<file path="config.mk">
export PLATFORM = sky130hd
export DESIGN_NAME = bus_cycle_ctrl_flat
export DESIGN_NICKNAME = d
export VERILOG_FILES = /design/src/rtl/bus_cycle_ctrl_if.sv /design/src/rtl/bus_cycle_ctrl.sv /design/src/flat_wrapper.sv
export SDC_FILE = /design/constraint.sdc
export NUM_CORES = 1
export LEC_CHECK = 0
export BUFFER_PORTS_ARGS = -buffer_cell sky130_fd_sc_hd__buf_2
export CAP_MARGIN = 10
export CORE_UTILIZATION = 48
export DETAILED_ROUTE_END_ITERATION = 10
export PLACE_DENSITY_LB_ADDON = 0.2
export SETUP_SLACK_MARGIN = 0.02
export SKIP_LAST_GASP = 1
export SYNTH_ARGS = -nofsm -noshare
export SYNTH_HDL_FRONTEND = slang
export SYNTH_SLANG_ARGS = --single-unit
export TNS_END_PERCENT = 10
</file>
<file path="constraint.sdc">
create_clock -name clk -period 1.9 [get_ports clk]
set_input_delay 0.095 -clock clk [delete_from_list [all_inputs] [get_ports clk]]
set_output_delay 0.095 -clock clk [all_outputs]
set_load 0.01 [all_outputs]
</file>
<file path="src/rtl/bus_cycle_ctrl_if.sv">
// rtl/bus_cycle_ctrl_if.sv - 68000 bus cycle strobes, MMU result and glue outputs
interface bus_cycle_ctrl_if;
   logic       as_n;
   logic       uds_n;
   logic       lds_n;
   logic       read;
   logic [2:0] fc;
   logic       xlate_valid;
   logic       xlate_fault;
   logic       sel_rom;
   logic       sel_ram;
   logic       dtack_n;
   logic       berr_n;
   logic       rom_enable_n;
   logic       ram_enable_n;
   logic       busy;

   modport master (
      output as_n, uds_n, lds_n, read, fc,
      output xlate_valid, xlate_fault, sel_rom, sel_ram,
      input  dtack_n, berr_n, rom_enable_n, ram_enable_n, busy
   );

   modport slave (
      input  as_n, uds_n, lds_n, read, fc,
      input  xlate_valid, xlate_fault, sel_rom, sel_ram,
      output dtack_n, berr_n, rom_enable_n, ram_enable_n, busy
   );
endinterface

</file>
<file path="src/rtl/bus_cycle_ctrl.sv">
// rtl/bus_cycle_ctrl.sv - 68000 bus cycle sequencer: MMU wait, chip enables, wait states, DTACK/BERR
// Optional watchdog on stalled XLATE/WAIT cycles enabled by BUS_CYCLE_WATCHDOG_EN.
module bus_cycle_ctrl #(
   parameter int unsigned ROM_WAIT = 2,
   parameter int unsigned RAM_WAIT = 1,
   parameter int unsigned TIMEOUT  = 64
) (
   input  logic            clk,
   input  logic            reset_n,
   bus_cycle_ctrl_if.slave bus
);
   typedef enum logic [2:0] {IDLE, XLATE, WAIT, ACK, FAULT} state_t;

   if (ROM_WAIT > 15 || RAM_WAIT > 15 || TIMEOUT < 2 || TIMEOUT > 255) begin : g_param_check
      $error("bus_cycle_ctrl: parameter out of range");
   end

   state_t     state, state_nx;
   logic [3:0] count, count_nx;
   logic       dtack_q, berr_q, rom_q, ram_q, busy_q;
   logic       dtack_nx, berr_nx, rom_nx, ram_nx;
   logic       timeout_hit;

   // Data strobes do not qualify the cycle: strobe-less RMW address phases are accepted.
   logic unused_strobes;
   assign unused_strobes = &{1'b0, bus.uds_n, bus.lds_n};

`ifdef BUS_CYCLE_WATCHDOG_EN
   logic [7:0] timer;

   always_ff @(posedge clk or negedge reset_n) begin
      if (!reset_n) begin
         timer <= '0;
      end else if (state == IDLE) begin
         timer <= '0;
      end else if (state == XLATE || state == WAIT) begin
         timer <= timer + 8'd1;
      end
   end

   assign timeout_hit = (timer == 8'(TIMEOUT - 1));
`else
   assign timeout_hit = 1'b0;
`endif

   always_ff @(posedge clk or negedge reset_n) begin
      if (!reset_n) begin
         state   <= IDLE;
         count   <= '0;
         dtack_q <= 1'b1;
         berr_q  <= 1'b1;
         rom_q   <= 1'b1;
         ram_q   <= 1'b1;
         busy_q  <= 1'b0;
      end else begin
         state   <= state_nx;
         count   <= count_nx;
         dtack_q <= dtack_nx;
         berr_q  <= berr_nx;
         rom_q   <= rom_nx;
         ram_q   <= ram_nx;
         busy_q  <= (state_nx != IDLE);
      end
   end

   always_comb begin
      state_nx = state;
      count_nx = count;
      rom_nx   = 1'b1;
      ram_nx   = 1'b1;
      case (state)
         IDLE: begin
            if (!bus.as_n) begin
               state_nx = (bus.fc == 3'b111) ? FAULT : XLATE;
            end
         end
         XLATE: begin
            // Abort outranks the watchdog, which outranks the MMU result.
            if (bus.as_n) begin
               state_nx = IDLE;
            end else if (timeout_hit) begin
               state_nx = FAULT;
            end else if (bus.xlate_valid) begin
               if (bus.xlate_fault) begin
                  state_nx = FAULT;
               end else if (bus.sel_rom) begin
                  if (!bus.read) begin
                     state_nx = FAULT;
                  end else begin
                     state_nx = WAIT;
                     count_nx = 4'(ROM_WAIT);
                     rom_nx   = 1'b0;
                  end
               end else if (bus.sel_ram) begin
                  state_nx = WAIT;
                  count_nx = 4'(RAM_WAIT);
                  ram_nx   = 1'b0;
               end else begin
                  state_nx = FAULT;
               end
            end
         end
         WAIT: begin
            if (bus.as_n) begin
               state_nx = IDLE;
            end else if (timeout_hit) begin
               state_nx = FAULT;
            end else begin
               rom_nx = rom_q;
               ram_nx = ram_q;
               if (count == 4'd0) begin
                  state_nx = ACK;
               end else begin
                  count_nx = count - 4'd1;
               end
            end
         end
         ACK: begin
            if (bus.as_n) begin
               state_nx = IDLE;
            end else begin
               rom_nx = rom_q;
               ram_nx = ram_q;
            end
         end
         FAULT: begin
            if (bus.as_n) begin
               state_nx = IDLE;
            end
         end
         default: state_nx = IDLE;
      endcase
      dtack_nx = (state_nx != ACK);
      berr_nx  = (state_nx != FAULT);
   end

   assign bus.dtack_n      = dtack_q;
   assign bus.berr_n       = berr_q;
   assign bus.rom_enable_n = rom_q;
   assign bus.ram_enable_n = ram_q;
   assign bus.busy         = busy_q;
endmodule

</file>
<file path="src/flat_wrapper.sv">
// flat-port wrapper written by rule: the top's interface ports become plain ports
module bus_cycle_ctrl_flat 
#(
   parameter int unsigned ROM_WAIT = 2,
   parameter int unsigned RAM_WAIT = 1,
   parameter int unsigned TIMEOUT  = 64
)
  (clk, reset_n, bus_as_n, bus_uds_n, bus_lds_n, bus_read, bus_fc, bus_xlate_valid, bus_xlate_fault, bus_sel_rom, bus_sel_ram, bus_dtack_n, bus_berr_n, bus_rom_enable_n, bus_ram_enable_n, bus_busy);
  bus_cycle_ctrl_if bus_i ();
  input  logic clk;
  input  logic reset_n;
  input wire logic [$bits(bus_i.as_n)-1:0] bus_as_n;
  input wire logic [$bits(bus_i.uds_n)-1:0] bus_uds_n;
  input wire logic [$bits(bus_i.lds_n)-1:0] bus_lds_n;
  input wire logic [$bits(bus_i.read)-1:0] bus_read;
  input wire logic [$bits(bus_i.fc)-1:0] bus_fc;
  input wire logic [$bits(bus_i.xlate_valid)-1:0] bus_xlate_valid;
  input wire logic [$bits(bus_i.xlate_fault)-1:0] bus_xlate_fault;
  input wire logic [$bits(bus_i.sel_rom)-1:0] bus_sel_rom;
  input wire logic [$bits(bus_i.sel_ram)-1:0] bus_sel_ram;
  output wire logic [$bits(bus_i.dtack_n)-1:0] bus_dtack_n;
  output wire logic [$bits(bus_i.berr_n)-1:0] bus_berr_n;
  output wire logic [$bits(bus_i.rom_enable_n)-1:0] bus_rom_enable_n;
  output wire logic [$bits(bus_i.ram_enable_n)-1:0] bus_ram_enable_n;
  output wire logic [$bits(bus_i.busy)-1:0] bus_busy;
  assign bus_i.as_n = bus_as_n;
  assign bus_i.uds_n = bus_uds_n;
  assign bus_i.lds_n = bus_lds_n;
  assign bus_i.read = bus_read;
  assign bus_i.fc = bus_fc;
  assign bus_i.xlate_valid = bus_xlate_valid;
  assign bus_i.xlate_fault = bus_xlate_fault;
  assign bus_i.sel_rom = bus_sel_rom;
  assign bus_i.sel_ram = bus_sel_ram;
  assign bus_dtack_n = bus_i.dtack_n;
  assign bus_berr_n = bus_i.berr_n;
  assign bus_rom_enable_n = bus_i.rom_enable_n;
  assign bus_ram_enable_n = bus_i.ram_enable_n;
  assign bus_busy = bus_i.busy;
  bus_cycle_ctrl #(.ROM_WAIT(ROM_WAIT), .RAM_WAIT(RAM_WAIT), .TIMEOUT(TIMEOUT)) u_core (.clk(clk), .reset_n(reset_n), .bus(bus_i));
endmodule
</file>
==> Word-level counts from Yosys, hierarchy flattened <==
Cells that the tools add are included.
W data, S select, Z words.
{ "totals": {"output_inout_bits": 5, "elab_cells": 64, "in_bits": 13, "reg_bits": 12} }
{ "classes": {"addsub": 1, "n_reduce_logical": 7, "eq_ne": 15, "muxes": 34} }
{ "ops": {"columns": ["operator", "n"], "rows": [
  ["$mux W3", 11],
  ["$mux W4", 8],
  ["$pmux W3 S4", 1],
  ["$mux W1", 11],
  ["$ne A2 B2 Y1 const B", 5],
  ["$ne A3 B3 Y1 const B", 3],
  ["$pmux W4 S2", 1],
  ["$reduce_and A8 Y1", 1],
  ["$eq A3 B2 Y1 const B", 2],
  ["$eq A3 B3 Y1 const B", 2],
  ["$logic_not A4 Y1", 1],
  ["$pmux W1 S2", 2],
  ["$reduce_or A2 Y1", 2],
  ["$sub A4 B1 Y4 const B", 1],
  ["$eq A3 B1 Y1 const B", 1],
  ["$logic_not A3 Y1", 1],
  ["$ne A3 B2 Y1 const B", 1],
  ["$reduce_bool A3 Y1", 1],
  ["$ne A2 B1 Y1 const B", 1],
  ["$reduce_bool A2 Y1", 1]
]} }

==> Depth between registers and ports, before layout <==
Gate-level depths: netlist of the first run.
{ "depth": {"ltp_word": 7, "depth_mapped": 6, "mapped_depth_nobuf": 6} }

==> Least setup slack after synthesis of the first run <==
Ideal clock, no wire load.
{ "synth_timing": {"path_type": "register to register", "startpoint": "register u_core.count[0]", "endpoint": "register u_core.count[1]", "stages_incl_launch_ff": 7, "t_required_ps": 1775, "setup_ps": 125, "slack_ps": 220, "period_less_slack_ps": 1680, "arrival_ps": 1555, "path_buffers": 0, "cell_sequence": "dfrtp_1 inv_1 ha_1 nor3b_2 nor3_4 a31oi_1 mux2_4"} }
{ "synth_between": {"elab_chain_len": 4, "elab_cells_between_ends": 7, "classes_between": "add/sub: 1; eq/ne: 1; mux: 3; reduce/logical: 2"} }
{ "synth_lines": {"columns": ["item", "line", "text"], "rows": [
  ["from (decl)", "bus_cycle_ctrl.sv:19", "logic [3:0] count, count_nx;"],
  ["from (signal assigned)", "bus_cycle_ctrl.sv:57", "count <= count_nx;"],
  ["$sub A4 B1 Y4", "bus_cycle_ctrl.sv:114", "count_nx = count - 4'd1;"],
  ["$mux W4", "bus_cycle_ctrl.sv:111", "if (count == 4'd0) begin"],
  ["$mux W4", "bus_cycle_ctrl.sv:104", "if (bus.as_n) begin"],
  ["$pmux W4 S2", "bus_cycle_ctrl.sv:71", "case (state)"]
]} }
Parallel ways exist; a longest one is shown, timed or not. The select of a mux whose other input is x is not followed.
A chain may end at the register's enable or synchronous reset.

==> Worst setup path in the final report of the first run <==
Same ends and word-level chain as after synthesis.

==> run summary, run 1 <==
status -> complete, no violations
n_diodes -> 0
Netlist cell types -> 31
CP delay by family, top -> flip-flops
crit path time final -> 1790 ps
fmax -> 559 MHz
CTS tree -> done
Top Ports -> 18
Place WS -> 101 ps
post-synthesis sequential area ratio -> 0.473
Post-DP HPWL -> 924 µm
slowest cell delay on critical path -> 400 ps
critical path launch point type -> flip-flop
drt drc -> 0
period utilization -> 0.941
GR Util All Layers -> 0.182
CTS buffer count -> 3
worst clock skew -> 2.49 ps
Syn Nets -> 71
Avg Inst Size Synth -> 11.5 µm²
WL met2 -> 575 µm
Reg clk slew, reported paths -> 80 ps
Remaining Overflow, GRT -> 0
final RePlAce weighted congestion -> 0.830
Slew @ Worst Pin -> 313 ps
Sum Neg Setup Slack -> 0 ps
crit path kind -> reg -> reg
Routed Antenna Nets -> 0
via/cell ratio -> 5.47
commonest cells after routing, fill and taps aside -> buf_2, dfrtp_1, nand2_1
Max Fanout on Critical Path -> 4
drt first pass iters -> 4
Max transition margin -> 0.789
via count -> 492
clock buffer depth -> 2
Die ar. -> 0.00150 mm²
unrepaired setup endpoints after global routing -> no
die width -> 38.7 µm
# rows -> 12
Min Hold Slack -> 36.0 ps
Layout area overhead -> 21.9%
Critical Path RT -> 2060 ps
Final Hold Viols -> 0
Routed wire per std cell -> 13.7 µm
WP data arrival -> 1950 ps
M1 WL -> 588 µm
vias in the first global route -> 392
Core Box Area -> 0.00117 mm²
ratio of cells with drive above 1 in the final layout -> 0.382
Net count, final -> 92
MaxCap Viol Count -> 0
Synth Instances -> 56
DRT Wirelength -> 1230 µm
Starting Density -> 0.551
Total Power -> 0.826 mW
met3 wire length -> 34 µm
Worst path slowest cell -> dfrtp_1
Hold Crit Class -> in -> reg
Worst Setup Slack, final -> 112 ps
CP Cell Sequence -> inv_1, ha_1, nor3b_4, nor3_4, a31oi_1, mux2_4
Synth warnings -> 0
CTS root buffer -> clkbuf_4
antenna violations before repair -> 0
Max IR drop VDD -> 0.745 mV
power density cells -> 1050 mW/mm²
Cell Area, Synth -> 646 µm²
commonest non-fill, non-tap cell in the layout -> buf_2
number of DRC markers in iteration 0 -> 10
max layer used -> met4
clock sinks -> 12
Lkg Pwr -> 0.366 nW
largest net degree at the start of global routing -> 13
die height -> 38.7 µm
Skew-Pair Late Insertion Delay -> 270 ps
worst path buffer plus inverter count -> 1
Crit. End Element -> flip-flop
#FFs+latches synth -> 12
Slew Limit Fails -> 0
Post-CTS Setup Repair Bufs -> 0
H-tree levels -> 1
Final Core Density -> 0.672
first-pass GRT wire length -> 1750 µm
Port Buffers -> 15
# setup viols final -> 0
## logic make-up (layout without fill, tap and decap cells)
family | count (synthesis) | after routing | share of synthesized area
AOI/OAI and AO/OA | 11 | 11 | 0.128
xor gates and xnor gates | 1 | 1 | 0.0136
adders and majority gates | 2 | 2 | 0.0388
buffers and inverters | 4 | 24 | 0.0349
DFF | 12 | 12 | 0.473
muxes | 3 | 3 | 0.0562
and+or+nand+nor | 23 | 23 | 0.256
## path summary, 6_finish.rpt
| check | slack [ps] | end | cells past startpoint | start |
|---|---|---|---|---|
| min in group asynchronous | 220 | u_core.count[2]$_DFFE_PN0P_ | 2 | reset_n |
| max in group asynchronous | 1410 | u_core.bus.berr_n$_DFF_PN1_ | 2 | reset_n |
| max reg2reg | 110 | u_core.count[1]$_DFFE_PN0P_ | 6 | u_core.count[0]$_DFFE_PN0P_ |
| min reg2reg | 520 | u_core.bus.rom_enable_n$_DFFE_PN1P_ | 1 | u_core.bus.rom_enable_n$_DFFE_PN1P_ |
| min | 40 | u_core.state[0]$_DFF_PN0_ | 2 | bus_as_n |
| max | 110 | u_core.count[1]$_DFFE_PN0P_ | 6 | u_core.count[0]$_DFFE_PN0P_ |
## synthesized netlist by cell type
library cell	count	area share
a211oi_1	1	0.012
a21oi_1	2	0.016
a22o_1	1	0.014
a31oi_1	3	0.029
a32o_1	1	0.016
and2_1	1	0.0097
and3b_1	1	0.014
buf_6	1	0.017
dfrtp_1	8	0.31
dfstp_2	4	0.16
ha_1	2	0.039
inv_1	3	0.017
mux2_2	1	0.017
mux2_4	1	0.023
mux2i_1	1	0.016
nand2_1	5	0.029
nand2b_1	1	0.0097
nand4b_1	1	0.014
nor2_1	4	0.023
nor3_4	1	0.025
nor3b_1	1	0.012
nor3b_2	1	0.019
nor4_1	1	0.0097
nor4_4	1	0.033
o21a_1	1	0.012
o32a_1	2	0.031
or2_1	1	0.0097
or3_1	1	0.0097
or3b_1	2	0.027
or4_1	1	0.012
xor2_1	1	0.014
## worst register-to-register path, stage by stage (launching register included)
cell and delay, ps:
dfrtp_1 400, inv_1 120, ha_1 170, nor3b_4 320, nor3_4 80, a31oi_1 250, mux2_4 330
## state kept, by name, summed over array words and instances, names as in the netlist
| register | cells |
|---|---|
| u_core.state | 3 |
| u_core.bus.ram_enable_n | 1 |
| u_core.count | 4 |
| u_core.bus.berr_n | 1 |
| u_core.bus.dtack_n | 1 |
| u_core.bus.busy | 1 |
| u_core.bus.rom_enable_n | 1 |
## layout make-up
cell class	count	area, µm²
inverter	3	11.3
sequential	12	305
timing repair buffer	17	92.6
tap	14	17.5
fill	95	384
clock buffer	4	36.3
multi-input combinational	40	324
## report_power, final
| group | switching (mW) | internal, mW | leakage [nW] |
|---|---|---|---|
| clock network | 0.0858 | 0.116 | 0.0210 |
| registers | 0.0445 | 0.301 | 0.147 |
| logic | 0.141 | 0.137 | 0.198 |
## routing by layer
layer	vias to the layer above	GRT usage
met5	-	0
met3	4	0.0347
met4	0	0.129
met2	11	0.283
met1	228	0.221
li1	249	-
## metrics by stage
| stage | instances | instance area, µm² |
|---|---|---|
| 4_1_cts | 90 | 781 |
| 3_3_place_gp | 85 | 734 |
| 3_5_place_dp | 85 | 734 |
| 6_report | 90 | 787 |
| 2_1_floorplan | 56 | 646 |
| 5_1_grt | 90 | 787 |
## what timing repair did
action                                  CTS  global route
hold buffers                              1             0
endpoints found under the setup margin    0             1
hold endpoints to repair                 12             0
resized for setup                         0             1
(Power assumes the default switching activity.)
==> run 2, diff against run 1 <==
Settings changed: ABC_AREA set to 1, CORE_UTILIZATION 48 to 52.
==> run 2 against run 1 <==
  * Critical path depth did not move
  * Global-route usage rose by 3.9 points
  * Via count rose by 55%
  * Fmax rose by 35%
  * Register-to-register slack improved by 470 ps
  * First-iteration DRC count rose by 20%
  * Die area rose by 15%
  * Final area rose by 19%
  * Sequential share of layout area fell by 6.2 points
  * Routed wire length rose by 28%
  * Non-clock buffer count fell by 1
  * Critical path type unchanged
  * Critical endpoint is now u_core.count[3]$_DFFE_PN0P_
==> run summary, run 2 <==
Final Hold Viols -> 0
Syn Nets -> 133
WP data arrival -> 1490 ps
die width -> 41.5 µm
most flop-heavy register -> u_core.count
worst clock skew -> 7.64 ps
CP Cell Sequence -> inv_4, nand3_2, a21oi_4, nand3_2, nand2_1, nand2_1
via count -> 762
#FFs+latches synth -> 12
CTS tree -> done
CTS root buffer -> clkbuf_4
Synth top area share -> 0.247
Lkg Pwr -> 0.511 nW
unrepaired setup endpoints after global routing -> no
antenna violations before repair -> 0
Max transition margin -> 0.837
Skew-Pair Late Insertion Delay -> 270 ps
GR Util All Layers -> 0.221
Routed wire per std cell -> 10.4 µm
Slew Limit Fails -> 0
# rows -> 13
largest net degree at the start of global routing -> 13
fmax -> 758 MHz
Synth Instances -> 118
Layout area overhead -> 15.4%
ys flop type -> dfrtp_1
Crit. End Element -> flip-flop
post-synthesis sequential area ratio -> 0.376
first-pass GRT wire length -> 2980 µm
Post-CTS Hold Buffers -> 1
Cell Area, Synth -> 812 µm²
die height -> 41.5 µm
Top Ports -> 18
Post-synth EDFFs -> 0
Core Box Area -> 0.00138 mm²
crit path time final -> 1320 ps
ys async rst share -> 1.00
Max Fanout on Critical Path -> 7
Netlist cell types -> 19
power density cells -> 1150 mW/mm²
period utilization -> 0.695
Routed Antenna Nets -> 0
status -> complete, no violations
Synth warnings -> 0
critical path launch point type -> flip-flop
n_diodes -> 0
Starting Density -> 0.587
Reg clk slew, reported paths -> 70 ps
commonest non-fill, non-tap cell in the layout -> nand2_1
CTS buffer count -> 3
post-synth top area cell -> dfrtp_1
Hold Crit Class -> in -> reg
number of DRC markers in iteration 0 -> 12
Net count, final -> 153
CP delay by family, top -> flip-flops
Sum Neg Setup Slack -> 0 ps
Avg Inst Size Synth -> 6.88 µm²
clock sinks -> 12
drt drc -> 0
Critical Path RT -> 2070 ps
Max IR drop VDD -> 0.596 mV
drt first pass iters -> 4
final RePlAce weighted congestion -> 0.913
Place WS -> 595 ps
Top Registers -> u_core.count x4, u_core.state x3
post-CTS resize count -> 0
most frequent cells after synthesis -> nand2_1, inv_1, nor2_1
Die ar. -> 0.00172 mm²
H-tree levels -> 1
commonest cells after routing, fill and taps aside -> nand2_1, inv_1, nor2_1
Worst path slowest cell -> dfrtp_1
MaxCap Viol Count -> 0
ratio of cells with drive above 1 in the final layout -> 0.255
Worst Setup Slack, final -> 580 ps
via/cell ratio -> 5.01
Remaining Overflow, GRT -> 0
# setup viols final -> 0
most common cell in the netlist -> nand2_1
largest cells by area after synthesis -> dfrtp_1, nand2_1, dfstp_2
Post-DP HPWL -> 1300 µm
vias in the first global route -> 705
crit path kind -> reg -> reg
max reg flops -> 4
Port Buffers -> 15
clock buffer depth -> 2
slowest cell delay on critical path -> 460 ps
non-filler cells, final -> 152
DP Cell Count -> 147
worst path buffer plus inverter count -> 1
Post-CTS Setup Repair Bufs -> 0
DRT Wirelength -> 1580 µm
Slew @ Worst Pin -> 245 ps
## run 2: changes by cell type in the layout (fill, tap and decap cells not counted), moves of 3 or more
cell and change:
nand2_1 +30, inv_1 +14, nor2_1 +12, nand3_1 +10, nand4_1 +7, a31oi_1 -3
inv_2 +3, nand3_2 +3, nor2_2 +3
## run 2: routing by layer
layer  GRT usage  vias up  wire length [µm]
li1            -      406                 -
met1       0.262      344               717
met2       0.394       10               801
met3      0.0522        2                56
met4      0.0581        0                 6
met5           0        -                 0
## run 2: cell families (layout without fill, tap and decap cells)
group / after synthesis / after routing / synth area share
AOI/OAI and AO/OA: 3 / 3 / 0.0370
xor gates and xnor gates: 1 / 1 / 0.0108
adders and majority gates: 2 / 2 / 0.0308
buffers and inverters: 22 / 41 / 0.106
DFF: 12 / 12 / 0.376
and+or+nand+nor: 78 / 78 / 0.439
## run 2: area by class of cell
class | count | area [µm²]
flip-flops and latches | 12 | 305
well taps | 15 | 18.8
fillers | 128 | 445
clock buffers | 4 | 26.3
repair buffers | 16 | 85.1
multi-input cells | 84 | 420
inverters | 21 | 81.3
## run 2: path summary, 6_finish.rpt
check	startpoint	end	slack, ps	cells past startpoint
max	u_core.state[0]$_DFF_PN0_	u_core.count[3]$_DFFE_PN0P_	580	6
min	bus_sel_ram	u_core.bus.ram_enable_n$_DFFE_PN1P_	190	4
max reg2reg	u_core.state[0]$_DFF_PN0_	u_core.count[3]$_DFFE_PN0P_	580	6
min reg2reg	u_core.count[0]$_DFFE_PN0P_	u_core.count[0]$_DFFE_PN0P_	500	2
max in group asynchronous	reset_n	u_core.bus.ram_enable_n$_DFFE_PN1P_	1410	2
min in group asynchronous	reset_n	u_core.count[3]$_DFFE_PN0P_	220	2
## run 2: worst min-delay path, delay by kind of cell
family | cells | cell delay (ps)
simple gates | 3 | 270
buf+inv | 1 | 90
## run 2: through the flow
step                       util  power, mW  hold WS [ps]  area [µm²]
after floorplan               -      0.805          -201         812
after global placement    0.652      0.903         -26.8         901
after detailed placement  0.652      0.926         -25.0         901
after CTS                 0.678       1.09           186         937
after global routing      0.678       1.20           211         937
final                     0.678       1.08           189         937
## run 2: power by group
| part | switching, mW | total (mW) | internal, mW |
|---|---|---|---|
| sequential | 0.0693 | 0.403 | 0.334 |
| combinational | 0.330 | 0.523 | 0.193 |
| clock | 0.0748 | 0.156 | 0.0812 |
| total | 0.474 | 1.08 | 0.608 |
==> run 3, diff against run 2 <==
Settings changed: CORE_UTILIZATION 52 to 47.
Clock period 1.9 ns to 1.1 ns, I/O delays scaled along.
==> run 3 against run 2 <==
  * The flow now finishes with violations (negative setup slack)
  * First-iteration DRC count increased by 58%
  * Count of clock-buffer cells in the layout did not move
  * Critical path depth unchanged
  * Total power up 140%
  * Sequential power is 74% higher
  * Global-route usage up 3.8 points
  * Combinational power grew to 2.9 times the previous value
  * Critical path type unchanged
  * Largest cell class unchanged
  * Largest power group unchanged
==> run summary, run 3 (synthesis results as in run 2) <==
Max transition margin -> 0.811
Pint -> 1.48 mW
CTS tree -> done
Starting Density -> 0.521
Total Power -> 2.57 mW
Psw -> 1.09 mW
Place WS -> -134 ps
Slew Limit Fails -> 0
max reg flops -> 4
CTS buffer count -> 3
Fillers -> 123
DRT Wirelength -> 2180 µm
commonest non-fill, non-tap cell in the layout -> nand2_1
Final Core Density -> 0.752
Critical Path RT -> 1320 ps
Reg power frac -> 0.273
Slew @ Worst Pin -> 283 ps
Crit. End Element -> flip-flop
period utilization -> 1.11
crit path time final -> 1220 ps
Routed wire per std cell -> 12.7 µm
die width -> 43.6 µm
worst clock skew -> 7.50 ps
fmax -> 816 MHz
die height -> 43.6 µm
Net count, final -> 172
n_diodes -> 0
crit path kind -> reg -> reg
Port Buffers -> 15
Clk pwr share -> 0.142
Top Registers -> u_core.count x4, u_core.state x3
MaxCap Viol Count -> 0
status -> finished with violations
first-pass GRT wire length -> 3500 µm
largest net degree at the start of global routing -> 13
Top Ports -> 18
power density cells -> 2190 mW/mm²
number of DRC markers in iteration 0 -> 19
Worst Setup Slack, final -> -125 ps
Max Fanout on Critical Path -> 5
ratio of cells with drive above 1 in the final layout -> 0.429
most flop-heavy register -> u_core.count
Sum Neg Setup Slack -> -1130 ps
vias in the first global route -> 874
Core Box Area -> 0.00156 mm²
critical path launch point type -> flip-flop
Max IR drop VDD -> 1.18 mV
logic gate share of total power -> 0.586
failing checks -> negative setup slack
drt drc -> 0
GR Util All Layers -> 0.259
CTS root buffer -> clkbuf_4
clock buffer depth -> 2
DP Cell Count -> 164
Min Hold Slack -> 156 ps
Die ar. -> 0.00190 mm²
via count -> 887
antenna violations before repair -> 0
Skew-Pair Late Insertion Delay -> 280 ps
Routed Antenna Nets -> 0
final RePlAce weighted congestion -> 0.841
H-tree levels -> 1
Post-DP HPWL -> 1500 µm
Lkg Pwr -> 0.619 nW
drt first pass iters -> 4
WP data arrival -> 1440 ps
unrepaired setup endpoints after global routing -> yes
# setup viols final -> 12
clock sinks -> 12
non-filler cells, final -> 172
Reg area -> 308 µm²
Layout area overhead -> 44.4%
Final Hold Viols -> 0
Hold Crit Class -> in -> reg
switching part of the total -> 0.423
multi-input logic area -> 493 µm²
Area after DPL -> 0.00102 mm²
Finished Cell Area -> 0.00117 mm²
Remaining Overflow, GRT -> 0
via/cell ratio -> 5.16
Reg clk slew, reported paths -> 80 ps
# rows -> 14
commonest cells after routing, fill and taps aside -> nand2_1, buf_4, inv_1, buf_2, nor2_1
[run 3: cell count changes in the layout (fill, tap and decap cells not counted), moves of 3 or more]
cell     previous run  this run
buf_4               0        18
nand3_2             3         0
nand2_1            35        31
nand3_4             0         3
[run 3: metal layers]
metal / wire, µm / track usage / share of wire
met4: 42 / 0.150 / 0.019
met1: 823 / 0.265 / 0.38
met3: 66 / 0.0625 / 0.030
met2: 1250 / 0.472 / 0.57
met5: 0 / 0 / 0
[run 3: repair_timing]
item                       CTS  global route
gates resized for setup     12             8
setup endpoints to repair   12            12
pin swaps                    5             6
hold endpoints to repair    12             0
hold buffers                 1             0
setup buffers                3             0
[run 3: final timing paths]
check / from / to / slack, ps / depth (start not counted)
worst max-delay path: u_core.state[0]$_DFF_PN0_ / u_core.count[0]$_DFFE_PN0P_ / -120 / 6
worst min-delay path: bus_sel_ram / u_core.bus.ram_enable_n$_DFFE_PN1P_ / 160 / 4
worst max register to register: u_core.state[0]$_DFF_PN0_ / u_core.count[0]$_DFFE_PN0P_ / -120 / 6
worst min register to register: u_core.bus.ram_enable_n$_DFFE_PN1P_ / u_core.bus.ram_enable_n$_DFFE_PN1P_ / 520 / 2
max in group asynchronous: reset_n / u_core.bus.berr_n$_DFF_PN1_ / 640 / 2
min in group asynchronous: reset_n / u_core.count[3]$_DFFE_PN0P_ / 170 / 2
[run 3: cell type report]
cell class	instances	area share
Tap cell	16	0.0171
Multi-Input combinational cell	84	0.420
Inverter	21	0.0715
Timing Repair Buffer	35	0.197
Clock buffer	4	0.0309
Sequential cell	12	0.263
[run 3: worst max-delay path, cell delays in order (launching register included)]
cell and delay, ps:
dfrtp_2 460, inv_4 110, nand3_4 100, a21oi_4 200, buf_6 130, nand4_1 80
nand2_1 80
[run 3: power by group through the flow]
stage,clock [mW],combinational [mW],sequential [mW]
final,0.363,1.50,0.700
after global routing,0.388,1.66,0.714
after CTS,0.372,1.41,0.686
after detailed placement,0,1.20,0.679
after global placement,0,1.16,0.672
after floorplan,0,0.697,0.699
